$ cat src/rtl/sevenseg_pkg.sv
// Shared types and the segment font for seven-segment capture and display.
// Font entries are active-low patterns, bit0 = segment a .. bit6 = segment g.
package sevenseg_pkg;

  typedef enum logic [1:0] {
    IDLE,
    SETTLE,
    LATCHED
  } state_e;

  localparam logic [6:0] SEG_BLANK = 7'h7F;

  // Entry i is the glyph for nibble i; index 0 sits in the low bits.
  localparam logic [15:0][6:0] SEG_FONT = {
    7'h0E, 7'h06, 7'h21, 7'h46,
    7'h03, 7'h08, 7'h10, 7'h00,
    7'h78, 7'h02, 7'h12, 7'h19,
    7'h30, 7'h24, 7'h79, 7'h40
  };

  function automatic logic one_hot_low(input logic [7:0] an);
    return $onehot(~an);
  endfunction

  function automatic logic multi_low(input logic [7:0] an);
    return $countones(~an) > 1;
  endfunction

  function automatic logic [2:0] an_index(input logic [7:0] an);
    logic [2:0] idx;
    idx = 3'd0;
    for (int i = 0; i < 8; i++) begin
      if (!an[i]) idx = 3'(i);
    end
    return idx;
  endfunction

endpackage

$ cat src/rtl/sevenseg_capture_pattern_decode.sv
// Combinational segment-pattern to nibble lookup against the shared font.
// Any pattern outside the font (blank included) decodes to invalid, nibble 0.
module sevenseg_pattern_decode
  import sevenseg_pkg::*;
(
  input  logic [6:0] pattern,
  output logic       valid,
  output logic [3:0] nibble
);

  always_comb begin
    valid  = 1'b0;
    nibble = 4'h0;
    for (int i = 0; i < 16; i++) begin
      if (pattern == SEG_FONT[i]) begin
        valid  = 1'b1;
        nibble = 4'(i);
      end
    end
  end

endmodule

$ cat src/rtl/sevenseg_capture.sv
// Captures multiplexed seven-segment digits once the segment/anode lines settle.
// Define SEVENSEG_CAPTURE_DP_EN to also capture the decimal point per digit.
module sevenseg_capture
  import sevenseg_pkg::*;
#(
  parameter int unsigned STABLE_CYCLES = 4
) (
  input  logic        clk,
  input  logic        rst,
  input  logic [6:0]  hex,
  input  logic [7:0]  AN,
`ifdef SEVENSEG_CAPTURE_DP_EN
  input  logic        dp,
  output logic [7:0]  dp_out,
`endif
  output logic [31:0] digits,
  output logic [7:0]  digit_valid,
  output logic [7:0]  seen,
  output logic        frame_done,
  output logic        err_multi
);

  localparam logic [7:0] STABLE = 8'(STABLE_CYCLES);

  logic [6:0]  hex_q, hex_d, hex_p_q, hex_p_d;
  logic [7:0]  an_q, an_d, an_p_q, an_p_d;
  state_e      state_q, state_d;
  logic [7:0]  count_q, count_d;
  logic [31:0] digits_q, digits_d;
  logic [7:0]  valid_q, valid_d;
  logic [7:0]  seen_q, seen_d;
  logic        fd_q, fd_d;
  logic        err_q, err_d;
  logic        changed;
  logic        latch;
  logic [2:0]  idx;
  logic        dec_valid;
  logic [3:0]  dec_nibble;

`ifdef SEVENSEG_CAPTURE_DP_EN
  logic       dp_q, dp_d, dp_p_q, dp_p_d;
  logic [7:0] dp_out_q, dp_out_d;
`endif

  sevenseg_pattern_decode u_decode (
    .pattern (hex_q),
    .valid   (dec_valid),
    .nibble  (dec_nibble)
  );

  // Input sampling plus a one-cycle history for change detection.
  always_comb begin
    hex_d   = hex;
    an_d    = AN;
    hex_p_d = hex_q;
    an_p_d  = an_q;
`ifdef SEVENSEG_CAPTURE_DP_EN
    dp_d    = dp;
    dp_p_d  = dp_q;
`endif
  end

  always_comb begin
    changed = (hex_q != hex_p_q) || (an_q != an_p_q);
`ifdef SEVENSEG_CAPTURE_DP_EN
    changed = changed || (dp_q != dp_p_q);
`endif
    state_d = state_q;
    count_d = count_q;
    latch   = 1'b0;
    unique case (state_q)
      IDLE: begin
        if (one_hot_low(an_q)) begin
          state_d = SETTLE;
          count_d = 8'd1;
        end
      end
      SETTLE, LATCHED: begin
        if (changed) begin
          if (one_hot_low(an_q)) begin
            state_d = SETTLE;
            count_d = 8'd1;
          end else begin
            state_d = IDLE;
            count_d = 8'd0;
          end
        end else if (state_q == SETTLE) begin
          count_d = count_q + 8'd1;
        end
      end
      default: begin
        state_d = IDLE;
        count_d = 8'd0;
      end
    endcase
    if (state_d == SETTLE && count_d == STABLE) begin
      state_d = LATCHED;
      latch   = 1'b1;
    end
  end

  always_comb begin
    idx      = an_index(an_q);
    digits_d = digits_q;
    valid_d  = valid_q;
    seen_d   = fd_q ? 8'h00 : seen_q;
`ifdef SEVENSEG_CAPTURE_DP_EN
    dp_out_d = dp_out_q;
`endif
    if (latch) begin
      digits_d[{idx, 2'b00} +: 4] = dec_nibble;
      valid_d[idx]                = dec_valid;
      seen_d[idx]                 = 1'b1;
`ifdef SEVENSEG_CAPTURE_DP_EN
      dp_out_d[idx]               = ~dp_q;
`endif
    end
    fd_d  = latch && (seen_d == 8'hFF);
    err_d = (an_q != an_p_q) && multi_low(an_q);
  end

  always_ff @(posedge clk or posedge rst) begin
    if (rst) begin
      hex_q    <= SEG_BLANK;
      hex_p_q  <= SEG_BLANK;
      an_q     <= 8'hFF;
      an_p_q   <= 8'hFF;
      state_q  <= IDLE;
      count_q  <= 8'd0;
      digits_q <= 32'd0;
      valid_q  <= 8'd0;
      seen_q   <= 8'd0;
      fd_q     <= 1'b0;
      err_q    <= 1'b0;
    end else begin
      hex_q    <= hex_d;
      hex_p_q  <= hex_p_d;
      an_q     <= an_d;
      an_p_q   <= an_p_d;
      state_q  <= state_d;
      count_q  <= count_d;
      digits_q <= digits_d;
      valid_q  <= valid_d;
      seen_q   <= seen_d;
      fd_q     <= fd_d;
      err_q    <= err_d;
    end
  end

`ifdef SEVENSEG_CAPTURE_DP_EN
  always_ff @(posedge clk or posedge rst) begin
    if (rst) begin
      dp_q     <= 1'b1;
      dp_p_q   <= 1'b1;
      dp_out_q <= 8'd0;
    end else begin
      dp_q     <= dp_d;
      dp_p_q   <= dp_p_d;
      dp_out_q <= dp_out_d;
    end
  end

  assign dp_out = dp_out_q;
`endif

  assign digits      = digits_q;
  assign digit_valid = valid_q;
  assign seen        = seen_q;
  assign frame_done  = fd_q;
  assign err_multi   = err_q;

endmodule

$ cat config.mk
export PLATFORM = sky130hd
export DESIGN_NAME = sevenseg_capture
export DESIGN_NICKNAME = d
export VERILOG_FILES = /design/src/rtl/sevenseg_pkg.sv /design/src/rtl/sevenseg_capture_pattern_decode.sv /design/src/rtl/sevenseg_capture.sv
export SDC_FILE = /design/constraint.sdc
export NUM_CORES = 1
export LEC_CHECK = 0
export CORE_MARGIN = 3
export CORE_UTILIZATION = 45
export CTS_CLUSTER_DIAMETER = 100
export DETAILED_ROUTE_END_ITERATION = 16
export PLACE_DENSITY_LB_ADDON = 0.1
export SLEW_MARGIN = 30
export SYNTH_ARGS = -nofsm -noshare
export SYNTH_HDL_FRONTEND = slang
export SYNTH_HIERARCHICAL = 1
export SYNTH_SLANG_ARGS = --single-unit
$ cat constraint.sdc
create_clock -name clk -period 5.43 [get_ports clk]
set_input_delay 0.8145 -clock clk [delete_from_list [all_inputs] [get_ports clk]]
set_output_delay 0.8145 -clock clk [all_outputs]
set_load 0.005 [all_outputs]
==> results of run 1 <==
==> worst max-delay path by stage <==
stage | slack (ns) | to | start
after floorplan | 0.77 | digits[20]$_DFFE_PP0P_ | an_p_d[3]$_DFF_PP1_
after global placement | 0.31 | digits[19]$_DFFE_PP0P_ | an_p_d[1]$_DFF_PP1_
after detailed placement | 0.29 | digits[17]$_DFFE_PP0P_ | an_p_d[3]$_DFF_PP1_
after CTS | 0.22 | digits[18]$_DFFE_PP0P_ | an_p_d[3]$_DFF_PP1_
after global routing | 0.03 | digits[16]$_DFFE_PP0P_ | an_p_d[3]$_DFF_PP1_
final | 0.24 | digits[18]$_DFFE_PP0P_ | an_p_d[3]$_DFF_PP1_
==> metal layers <==
metal | wire (um) | track usage
met1 | 4720 | 0.256
met2 | 4930 | 0.311
met3 | 474 | 0.0512
met4 | 92 | 0.0393
met5 | 0 | 0
==> critical path, cell delays in order (launching register included) <==
cell      delay (ns)
dfstp_2         0.59
fa_1            0.42
inv_1           0.08
fa_1            0.43
fa_1            0.49
ha_1            0.16
inv_1           0.06
fa_1            0.38
nor3b_1         0.24
a21oi_1         0.16
or2_2           0.32
o221ai_1        0.41
o311ai_4        0.34
or4_1           0.68
mux2_2          0.33
==> cell type report <==
type | instances | area [sq um] | area share
Sequential cell | 90 | 2290 | 0.410
Multi-Input combinational cell | 271 | 2050 | 0.367
Timing Repair Buffer | 76 | 736 | 0.132
Tap cell | 133 | 166 | 0.0298
Inverter | 34 | 130 | 0.0233
Clock buffer | 10 | 128 | 0.0228
Clock inverter | 6 | 88.8 | 0.0159
==> cell families (layout without fill, tap and decap cells) <==
logic type,count (synthesis),after routing
AO/OA/AOI/OAI,53,53
XOR/XNOR,20,20
adder cells (fa/ha/maj),15,15
buffers and inverters,56,126
flip-flops,90,90
multiplexers,44,44
AND/OR/NAND/NOR,139,139
==> flip-flops by register name, indices dropped and copies added (netlist names) <==
| signal | cells |
|---|---|
| digit_valid | 8 |
| an_p_d | 8 |
| hex_p_d | 7 |
| count_q | 8 |
| an_p_q | 8 |
| digits | 32 |
| hex_p_q | 7 |
| err_multi | 1 |
| seen | 8 |
| frame_done | 1 |
| state_q | 2 |
==> placed cells by master, fill, tap and decap left out, types with 4 or more instances in the layout <==
cell / count
a21oi_1: 6
and3_1: 7
buf_4: 10
clkbuf_8: 9
clkdlybuf4s50_1: 66
dfrtp_1: 60
dfstp_2: 30
fa_1: 4
ha_1: 11
inv_1: 33
mux2_2: 33
mux2i_1: 11
nand2_1: 30
nand2b_1: 6
nand3_1: 11
nand3b_1: 5
nand4_1: 13
nor2_1: 17
nor3_1: 6
nor3b_1: 7
nor4_1: 12
o21ai_0: 17
o22ai_1: 8
or4_1: 4
xnor2_1: 19
==> through the flow <==
step / power [mW] / worst slack [ns] / std cells / area (sq um)
global placement: 1.04 / 0.309 / 602 / 5360
CTS: 1.56 / 0.215 / 618 / 5570
finish: 1.57 / 0.238 / 620 / 5590
detailed placement: 1.05 / 0.290 / 602 / 5360
global route: 1.65 / 0.0298 / 620 / 5590
floorplan: 0.968 / 0.773 / 417 / 4590
==> what timing repair did <==
| action | 4_1_cts | 5_1_grt |
|---|---|---|
| gates resized for setup | 0 | 1 |
| buffers inserted | 0 | 2 |
| setup endpoints to repair | 0 | 31 |
==> power breakdown <==
group | switching (mW) | internal (mW)
Sequential | 0.0265 | 0.701
Combinational | 0.198 | 0.134
Clock | 0.244 | 0.261
==> summary.md, run 1 <==
| Metric | Value |
|---|---|
| Commonest cells in the netlist | 60 x dfrtp_1, 34 x inv_1, 33 x mux2_2, 30 x dfstp_2, 30 x nand2_1 |
| Hold Slack | approximately 0.4 ns |
| Flop-to-flop setup slack | approximately 0.24 ns |
| Synth Cell Area | 4590 sq um |
| RSZ-0062 raised after global routing | no |
| Mean post-synth cell area | around 11 sq um |
| Crit path kind | reg -> reg |
| 1st-iter DRT viols | between 100 and 150 |
| Tightest Pin Transition | 0.903 ns |
| Worst Path Max Fanout | 17 |
| Crit. End Element | flop |
| WL/cell | 16.5 um |
| Synth Area in Compound Gates | 0.0813 |
| Initial antenna violation count | 0 |
| Slew Limit Fails | 0 |
| Yosys warns | 6 |
| CTS tree | done |
| Critical path data arrival time | 5.44 ns |
| Cell depth of the worst hold path | 0 |
| Top_reg_cell synth | dfrtp_1 |
| Placed wire-length estimate | 7.40 mm |
| Total CTS buffers | 9 |
| Die area | 11400 sq um |
| Number of H-tree levels | 3 |
| HP Class | reg -> reg |
| Hold endpoint | an_p_q[0]$_DFF_PP1_ |
| Nets | 514 |
| Yosys top cell area share | 0.327 |
| Clock Sink Count | 90 |
| Run status | complete, no violations |
| LEAKAGE | 2.34 nW |
| # fillers | 848 |
| Synth Area in XOR/XNOR | 0.0382 |
| Setup violators final | 0 |
| Grt total ovfl | 0 |
| Async set-reset flop share out of synthesis | 1.00 |
| Die H | 107 um |
| Clock root buffer | clkbuf_8 |
| Adder-Cell Fraction of Synth Area | 0.0475 |
| I/O Buffers | 66 |
| Core area | 9860 sq um |
| R2R Path End | digits[18]$_DFFE_PP0P_ |
| Via-per-instance ratio | roughly 5.4 |
| Ratio of final minimum period to clock period | 0.956 |
| Final design utilization | 0.567 |
| DRC Markers | 0 |
| First-pass DRT Iterations | 4 |
| Latest clock arrival within the worst-skew pair | 0.36 ns |
| CTS max path bufs | 2 |
| Initial Util | 0.465 |
| Largest net degree at the start of global routing | 53 |
| Reg2Reg Depth | 14 |
| Setup TNS | 0 ns |
| Largest family of logic cells by synthesized area | simple AND/OR/NAND/NOR gates |
| Slew headroom | 0.396 |
| Std cell rows | 36 |
| Area growth from synthesis to layout | 21.8% |
| Final WL | 10.2 mm |
| Worst path required time | around 5.7 ns |
| Net Count, Synth | ~450 |
| I/O pin cnt | 67 |
| Mux contribution to synthesized area | 0.105 |
| Max Freq | between 150 and 200 MHz |
| Share of cells above drive strength 1 | 0.205 |
| Worst Setup Start Kind | flop |
| Synth Register Bits | 90 |
| Die span in x | between 100 and 150 um |
| RR Startpoint | an_p_d[3]$_DFF_PP1_ |
| Max Cap Violations | 0 |
| Tmin final | 5.19 ns |
| Maximum vdd drop | 0.163 mV |
| Routability Congestion | 0.836 |
| Largest area contributor in the netlist | dfrtp_1 |
| Clk slew on worst S/H paths | 0.09 ns |
| Antenna fix cells | 0 |
| Synth Instances | 417 |
| Synth unique cells | 64 |
| Synth top area cells | dfrtp_1 33%, dfstp_2 17%, mux2_2 8.1% |
| Post-route ant nets | 0 |
| Most frequent cell after synthesis | dfrtp_1 |
| Hold Vio Cnt, Final | 0 |
| Post-synth EDFFs | 0 |
| PD cells | 280 nW/um^2 |
| Vias | about 3400 |
| Sequential area share after synthesis | 0.499 |
| Total GRT Usage | 0.190 |
| Setup Skew | 0.0126 ns |
| Worst hold start | an_p_d[0]$_DFF_PP1_ |
| First-pass GRT wire length | 17.2 mm |
| Synth Area in Simple Gates | 0.175 |
| Vias in the first global route | 3416 |
| CTS Hold Bufs | 0 |
Note: power is estimated with default switching activity, not from simulation.
==> inputs of run 2 (changes only) <==
--- a/config.mk
+++ b/config.mk
@@ -10,6 +10,7 @@
 export CTS_CLUSTER_DIAMETER = 100
 export DETAILED_ROUTE_END_ITERATION = 16
 export PLACE_DENSITY_LB_ADDON = 0.1
+export REMOVE_ABC_BUFFERS = 1
 export SLEW_MARGIN = 30
 export SYNTH_ARGS = -nofsm -noshare
 export SYNTH_HDL_FRONTEND = slang
==> summary.md, run 2 (synthesis results as in run 1) <==
| Metric | Value |
|---|---|
| Run status | complete, no violations |
| Critical path data arrival time | 5.40 ns (-0.04 ns) |
| Crit. End Element | flop |
| Hold Vio Cnt, Final | 0 (unchanged) |
| Via-per-instance ratio | 5.35 (-1.5%) |
| Vias | 3304 (-2.0%) |
| Most frequent cells in the layout | 66 x clkdlybuf4s50_1, 60 x dfrtp_1, 33 x inv_1, 33 x mux2_2 |
| Latest clock arrival within the worst-skew pair | 0.36 ns (about the same) |
| Setup TNS | 0 ns (unchanged) |
| Routability Congestion | 0.825 (-1.4%) |
| Area growth from synthesis to layout | 21.2% |
| Pre-CTS WS | 0.243 ns (-0.0463 ns) |
| 1st-iter DRT viols | 109 (-16%) |
| Clk slew on worst S/H paths | 0.10 ns (about the same) |
| Crit path kind | reg -> reg |
| Total GRT Usage | 0.188 (-0.00261) |
| Initial Util | 0.465 (unchanged) |
| CTS tree | done |
| Cells after DPL | 599 (-0.50%) |
| Share of cells above drive strength 1 | 0.209 (+0.00334) |
| Setup Skew | 0.0154 ns (+0.00282 ns) |
| Number of H-tree levels | 3 (unchanged) |
| Die H | 107 um (unchanged) |
| Pwr Total | 1.52 mW (-3.2%) |
| LEAKAGE | 2.32 nW (-0.87%) |
| Vias in the first global route | 3325 (-2.7%) |
| Slew Limit Fails | 0 (unchanged) |
| I/O Buffers | 66 (unchanged) |
| Tmin final | 5.14 ns (-0.0527 ns) |
| Core area | 9860 sq um (unchanged) |
| Worst path required time | 5.69 ns (about the same) |
| Std cell rows | 36 (unchanged) |
| Die span in x | 107 um (unchanged) |
| Clock Sink Count | 90 (unchanged) |
| Placed wire-length estimate | 7.17 mm (-3.1%) |
| Ratio of final minimum period to clock period | 0.946 (-0.00970) |
| RSZ-0062 raised after global routing | no |
| Most common cell after layout, fill and taps aside | clkdlybuf4s50_1 |
| Worst Path Max Fanout | 18 (+1) |
| Initial antenna violation count | 0 (unchanged) |
| Worst Setup Start Kind | flop |
| PD cells | 273 nW/um^2 (-2.7%) |
| Final WL | 10.2 mm (-0.39%) |
| I/O pin cnt | 67 (unchanged) |
| Final WS setup | 0.291 ns (+0.0527 ns) |
| CTS Hold Bufs | 0 (unchanged) |
| Layout Cells excl Fill | 617 (-0.48%) |
| Max Cap Violations | 0 (unchanged) |
| CTS max path bufs | 2 (unchanged) |
| Post-route ant nets | 0 (unchanged) |
| Tightest Pin Transition | 0.757 ns (-0.145 ns) |
| Grt total ovfl | 0 (unchanged) |
| Nets | 511 (-0.58%) |
| First-pass GRT wire length | 17.1 mm (-0.61%) |
| Antenna fix cells | 0 (unchanged) |
| Max Freq | 195 MHz (+1.0%) |
| DRC Markers | 0 (unchanged) |
| Slew headroom | 0.493 (+0.0964) |
| Die area | 11400 sq um (unchanged) |
| First-pass DRT Iterations | 4 (unchanged) |
| Largest net degree at the start of global routing | 60 (+13%) |
| Setup violators final | 0 (unchanged) |
| Max reg flops | 32 (unchanged) |
| Hold Slack | 0.398 ns (-0.00344 ns) |
| Clock root buffer | clkbuf_8 |
| Total CTS buffers | 9 (unchanged) |
| HP Class | reg -> reg |
| Maximum vdd drop | 0.144 mV (-12%) |
| WL/cell | 16.5 um (about the same) |
==> run 2: cell count changes in the layout (fill, tap and decap cells not counted), sizes merged <==
cell	previous run	this run
buf	10	7
bufinv	2	0
inv	36	38
==> run 2: what timing repair did <==
| item | in CTS | in global routing |
|---|---|---|
| setup endpoints to repair | 0 | 27 |
| buffers inserted | 0 | 2 |
| resized for setup | 0 | 4 |
==> run 2: worst max-delay path, stage by stage, from the launching register on <==
cell and delay, ns:
dfstp_2 0.59, fa_1 0.44, inv_1 0.08, fa_1 0.42
fa_1 0.49, ha_1 0.17, inv_1 0.05, fa_1 0.37
nor2b_1 0.14, a21oi_1 0.35, o21bai_2 0.18, a2111oi_1 0.51
a31oi_4 0.22, or4_1 0.69, mux2_2 0.31
==> run 2: path summary, 6_finish.rpt <==
check | from | to | slack [ns] | cells after the start
setup / recovery | an_p_d[3]$_DFF_PP1_ | digits[25]$_DFFE_PP0P_ | 0.29 | 14
hold / removal | an_p_d[0]$_DFF_PP1_ | an_p_q[0]$_DFF_PP1_ | 0.40 | 0
setup reg to reg | an_p_d[3]$_DFF_PP1_ | digits[25]$_DFFE_PP0P_ | 0.29 | 14
hold reg to reg | an_p_d[0]$_DFF_PP1_ | an_p_q[0]$_DFF_PP1_ | 0.40 | 0
max in group asynchronous | rst | count_q[3]$_DFF_PP0_ | 3.63 | 3
min in group asynchronous | rst | err_multi$_DFF_PP0_ | 0.92 | 2
==> run 2: area by class of cell <==
| cell class | count | area (sq um) |
|---|---|---|
| Multi-Input combinational cell | 271 | 2070 |
| Clock inverter | 6 | 53.8 |
| Timing Repair Buffer | 73 | 713 |
| Sequential cell | 90 | 2290 |
| Inverter | 34 | 130 |
| Clock buffer | 10 | 138 |
| Fill cell | 846 | 4300 |
| Tap cell | 133 | 166 |
==> run 2: per-stage QoR <==
stage	utilization	cell area, sq um
after floorplan	-	4470
after global placement	0.541	5330
after detailed placement	0.541	5330
after CTS	0.560	5520
after global routing	0.564	5560
final	0.564	5560
==> run 2: routing by layer <==
metal	global-route usage	vias to the layer above	share of wire
li1	-	1585	-
met1	0.268	1622	0.49
met2	0.295	88	0.46
met3	0.0439	9	0.044
met4	0.0384	0	0.0086
met5	0	-	0
==> run 2: power breakdown <==
part / switching (mW) / total (mW) / internal [mW]
clock network: 0.257 / 0.445 / 0.188
logic: 0.208 / 0.343 / 0.134
registers: 0.0271 / 0.728 / 0.701
==> inputs of run 3 (changes only) <==
--- a/config.mk
+++ b/config.mk
@@ -8,10 +8,11 @@
 export CORE_MARGIN = 3
 export CORE_UTILIZATION = 45
 export CTS_CLUSTER_DIAMETER = 100
+export CTS_CLUSTER_SIZE = 30
 export DETAILED_ROUTE_END_ITERATION = 16
 export PLACE_DENSITY_LB_ADDON = 0.1
 export REMOVE_ABC_BUFFERS = 1
-export SLEW_MARGIN = 30
+export SLEW_MARGIN = 15
 export SYNTH_ARGS = -nofsm -noshare
 export SYNTH_HDL_FRONTEND = slang
 export SYNTH_HIERARCHICAL = 1
==> summary.md, run 3 (synthesis results as in run 1) <==
| Metric | Value |
|---|---|
| Clock Sink Count | 90 (unchanged) |
| Crit. End Element | flop |
| Worst path required time | 5.69 ns (about the same) |
| Crit-path most repeated cell | fa_1 |
| Maximum vdd drop | 0.144 mV (about the same) |
| Multi-input gate area in the final layout | 2070 sq um (unchanged) |
| Antenna fix cells | 0 (unchanged) |
| Core area | 9860 sq um (unchanged) |
| WL/cell | 16.5 um (about the same) |
| Crit-path max cell delay | 0.69 ns (about the same) |
| Setup Skew | 0.0154 ns (unchanged) |
| I/O Buffers | 66 (unchanged) |
| Via-per-instance ratio | 5.35 (unchanged) |
| Buf+Inv Stages, Crit Path | 2 (unchanged) |
| PD cells | 273 nW/um^2 (about the same) |
| Pre-CTS WS | 0.243 ns (unchanged) |
| Clk pwr share | 0.294 (about the same) |
| Vias in the first global route | 3325 (unchanged) |
| Die span in x | 107 um (unchanged) |
| Die area | 11400 sq um (unchanged) |
| Slew Limit Fails | 0 (unchanged) |
| RSZ-0062 raised after global routing | no |
| Most common cell after layout, fill and taps aside | clkdlybuf4s50_1 |
| Routability Congestion | 0.825 (unchanged) |
| Switching power | 492 uW (about the same) |
| Post-route ant nets | 0 (unchanged) |
| Latest clock arrival within the worst-skew pair | 0.36 ns (about the same) |
| Clk slew on worst S/H paths | 0.10 ns (about the same) |
| Reg power frac | 0.481 (about the same) |
| Max Freq | 195 MHz (unchanged) |
| Max Cap Violations | 0 (unchanged) |
| Tmin final | 5.14 ns (unchanged) |
| Final WL | 10.2 mm (about the same) |
| Std cell rows | 36 (unchanged) |
| Vias | 3304 (unchanged) |
| Setup TNS | 0 ns (unchanged) |
| HP Class | reg -> reg |
| Worst Setup Start Kind | flop |
| Die H | 107 um (unchanged) |
| Worst Path Max Fanout | 18 (unchanged) |
| Placed cell areas | 5330 sq um (unchanged) |
| Switching power share of the total | 0.325 (about the same) |
| Ratio of final minimum period to clock period | 0.946 (unchanged) |
| CP top delay family | adder cells |
| CTS max path bufs | 2 (unchanged) |
| Comb power frac | 0.226 (about the same) |
| Placed wire-length estimate | 7.17 mm (unchanged) |
| Int Pwr | 1.02 mW (about the same) |
| Grt total ovfl | 0 (unchanged) |
| Largest net degree at the start of global routing | 60 (unchanged) |
| 1st-iter DRT viols | 109 (unchanged) |
| Crit path kind | reg -> reg |
| Critical path data arrival time | 5.40 ns (about the same) |
| DRC Markers | 0 (unchanged) |
| Initial Util | 0.465 (unchanged) |
| Cell area after layout | 5560 sq um (about the same) |
| Worst path slowest cell | or4_1 |
| CTS Hold Bufs | 0 (unchanged) |
| Tightest Pin Transition | 0.972 ns (+0.214 ns) |
| First-pass GRT wire length | 17.1 mm (unchanged) |
| Setup violators final | 0 (unchanged) |
| Clock root buffer | clkbuf_8 |
| Total CTS buffers | 9 (unchanged) |
| # fillers | 847 (+0.12%) |
| Initial antenna violation count | 0 (unchanged) |
| Run status | complete, no violations |
| Number of H-tree levels | 3 (unchanged) |
| Area growth from synthesis to layout | 21.2% (about the same) |
| Crit path cell chain | fa_1 -> inv_1 -> fa_1 -> fa_1 -> ha_1 -> inv_1 -> fa_1 -> nor2b_1 -> a21oi_1 -> o21bai_2 -> a2111oi_1 -> a31oi_4 -> or4_1 -> mux2_2 |
| Total GRT Usage | 0.188 (unchanged) |
| Register Area | 2290 sq um (unchanged) |
| Share of cells above drive strength 1 | 0.209 (unchanged) |
| Final WS setup | 0.291 ns (unchanged) |
| Most frequent cells in the layout | 66 x clkdlybuf4s50_1, 60 x dfrtp_1, 33 x inv_1, 33 x mux2_2 |
| First-pass DRT Iterations | 4 (unchanged) |
| CTS tree | done |
| Hold Vio Cnt, Final | 0 (unchanged) |
| Max reg flops | 32 (unchanged) |
| Slew headroom | 0.352 (-0.141) |
| I/O pin cnt | 67 (unchanged) |
| Nets | 511 (unchanged) |
| Pwr Total | 1.52 mW (about the same) |
| LEAKAGE | 2.32 nW (about the same) |
-- run 3: final cells by class --
class                   count  area share
clock buffers              10      0.0248
clock inverters             6     0.00968
flip-flops and latches     90       0.412
inverters                  34      0.0232
multi-input cells         271       0.372
well taps                 133      0.0299
repair buffers             73       0.128
-- run 3: worst paths after layout --
| kind | start | endpoint | slack [ns] | cells after the start |
|---|---|---|---|---|
| max | an_p_d[3]$_DFF_PP1_ | digits[25]$_DFFE_PP0P_ | 0.29 | 14 |
| min | an_p_d[0]$_DFF_PP1_ | an_p_q[0]$_DFF_PP1_ | 0.40 | 0 |
| max reg2reg | an_p_d[3]$_DFF_PP1_ | digits[25]$_DFFE_PP0P_ | 0.29 | 14 |
| min reg2reg | an_p_d[0]$_DFF_PP1_ | an_p_q[0]$_DFF_PP1_ | 0.40 | 0 |
| max in group asynchronous | rst | count_q[3]$_DFF_PP0_ | 3.52 | 3 |
| min in group asynchronous | rst | err_multi$_DFF_PP0_ | 0.96 | 2 |
-- run 3: worst reg2reg max path, delay by kind of cell (launching register included) --
kind	cells	cell delay, ns
AND/OR/NAND/NOR	2	0.84
multiplexers	1	0.32
adder cells (fa/ha/maj)	5	1.89
flip-flops	1	0.59
buffers and inverters	2	0.13
AO/OA/AOI/OAI	4	1.26
-- run 3: routing by layer --
| metal | wire, um | vias up | GRT usage |
|---|---|---|---|
| li1 | - | 1585 | - |
| met1 | 4960 | 1622 | 0.268 |
| met2 | 4680 | 88 | 0.295 |
| met3 | 448 | 9 | 0.0439 |
| met4 | 88 | 0 | 0.0384 |
| met5 | 0 | - | 0 |
-- run 3: power groups by stage --
stage	logic, mW	registers (mW)	clock network (mW)
2_1_floorplan	0.219	0.734	0
3_3_place_gp	0.311	0.741	0
3_5_place_dp	0.316	0.741	0
4_1_cts	0.318	0.729	0.457
5_1_grt	0.378	0.733	0.484
6_report	0.342	0.728	0.445
-- run 3: through the flow --
stage / hold slack, ns / instances / util
6_report: 0.398 / 617 / 0.564
5_1_grt: 0.411 / 617 / 0.564
4_1_cts: 0.400 / 615 / 0.560
3_5_place_dp: 0.385 / 599 / 0.541
3_3_place_gp: 0.385 / 599 / 0.541
2_1_floorplan: 0.380 / 395 / -
-- run 3: what timing repair did --
item / CTS / global route
setup endpoints to repair: 0 / 27
endpoints found under the hold margin: 0 / 0
setup buffers: 0 / 2
gates resized for setup: 0 / 4
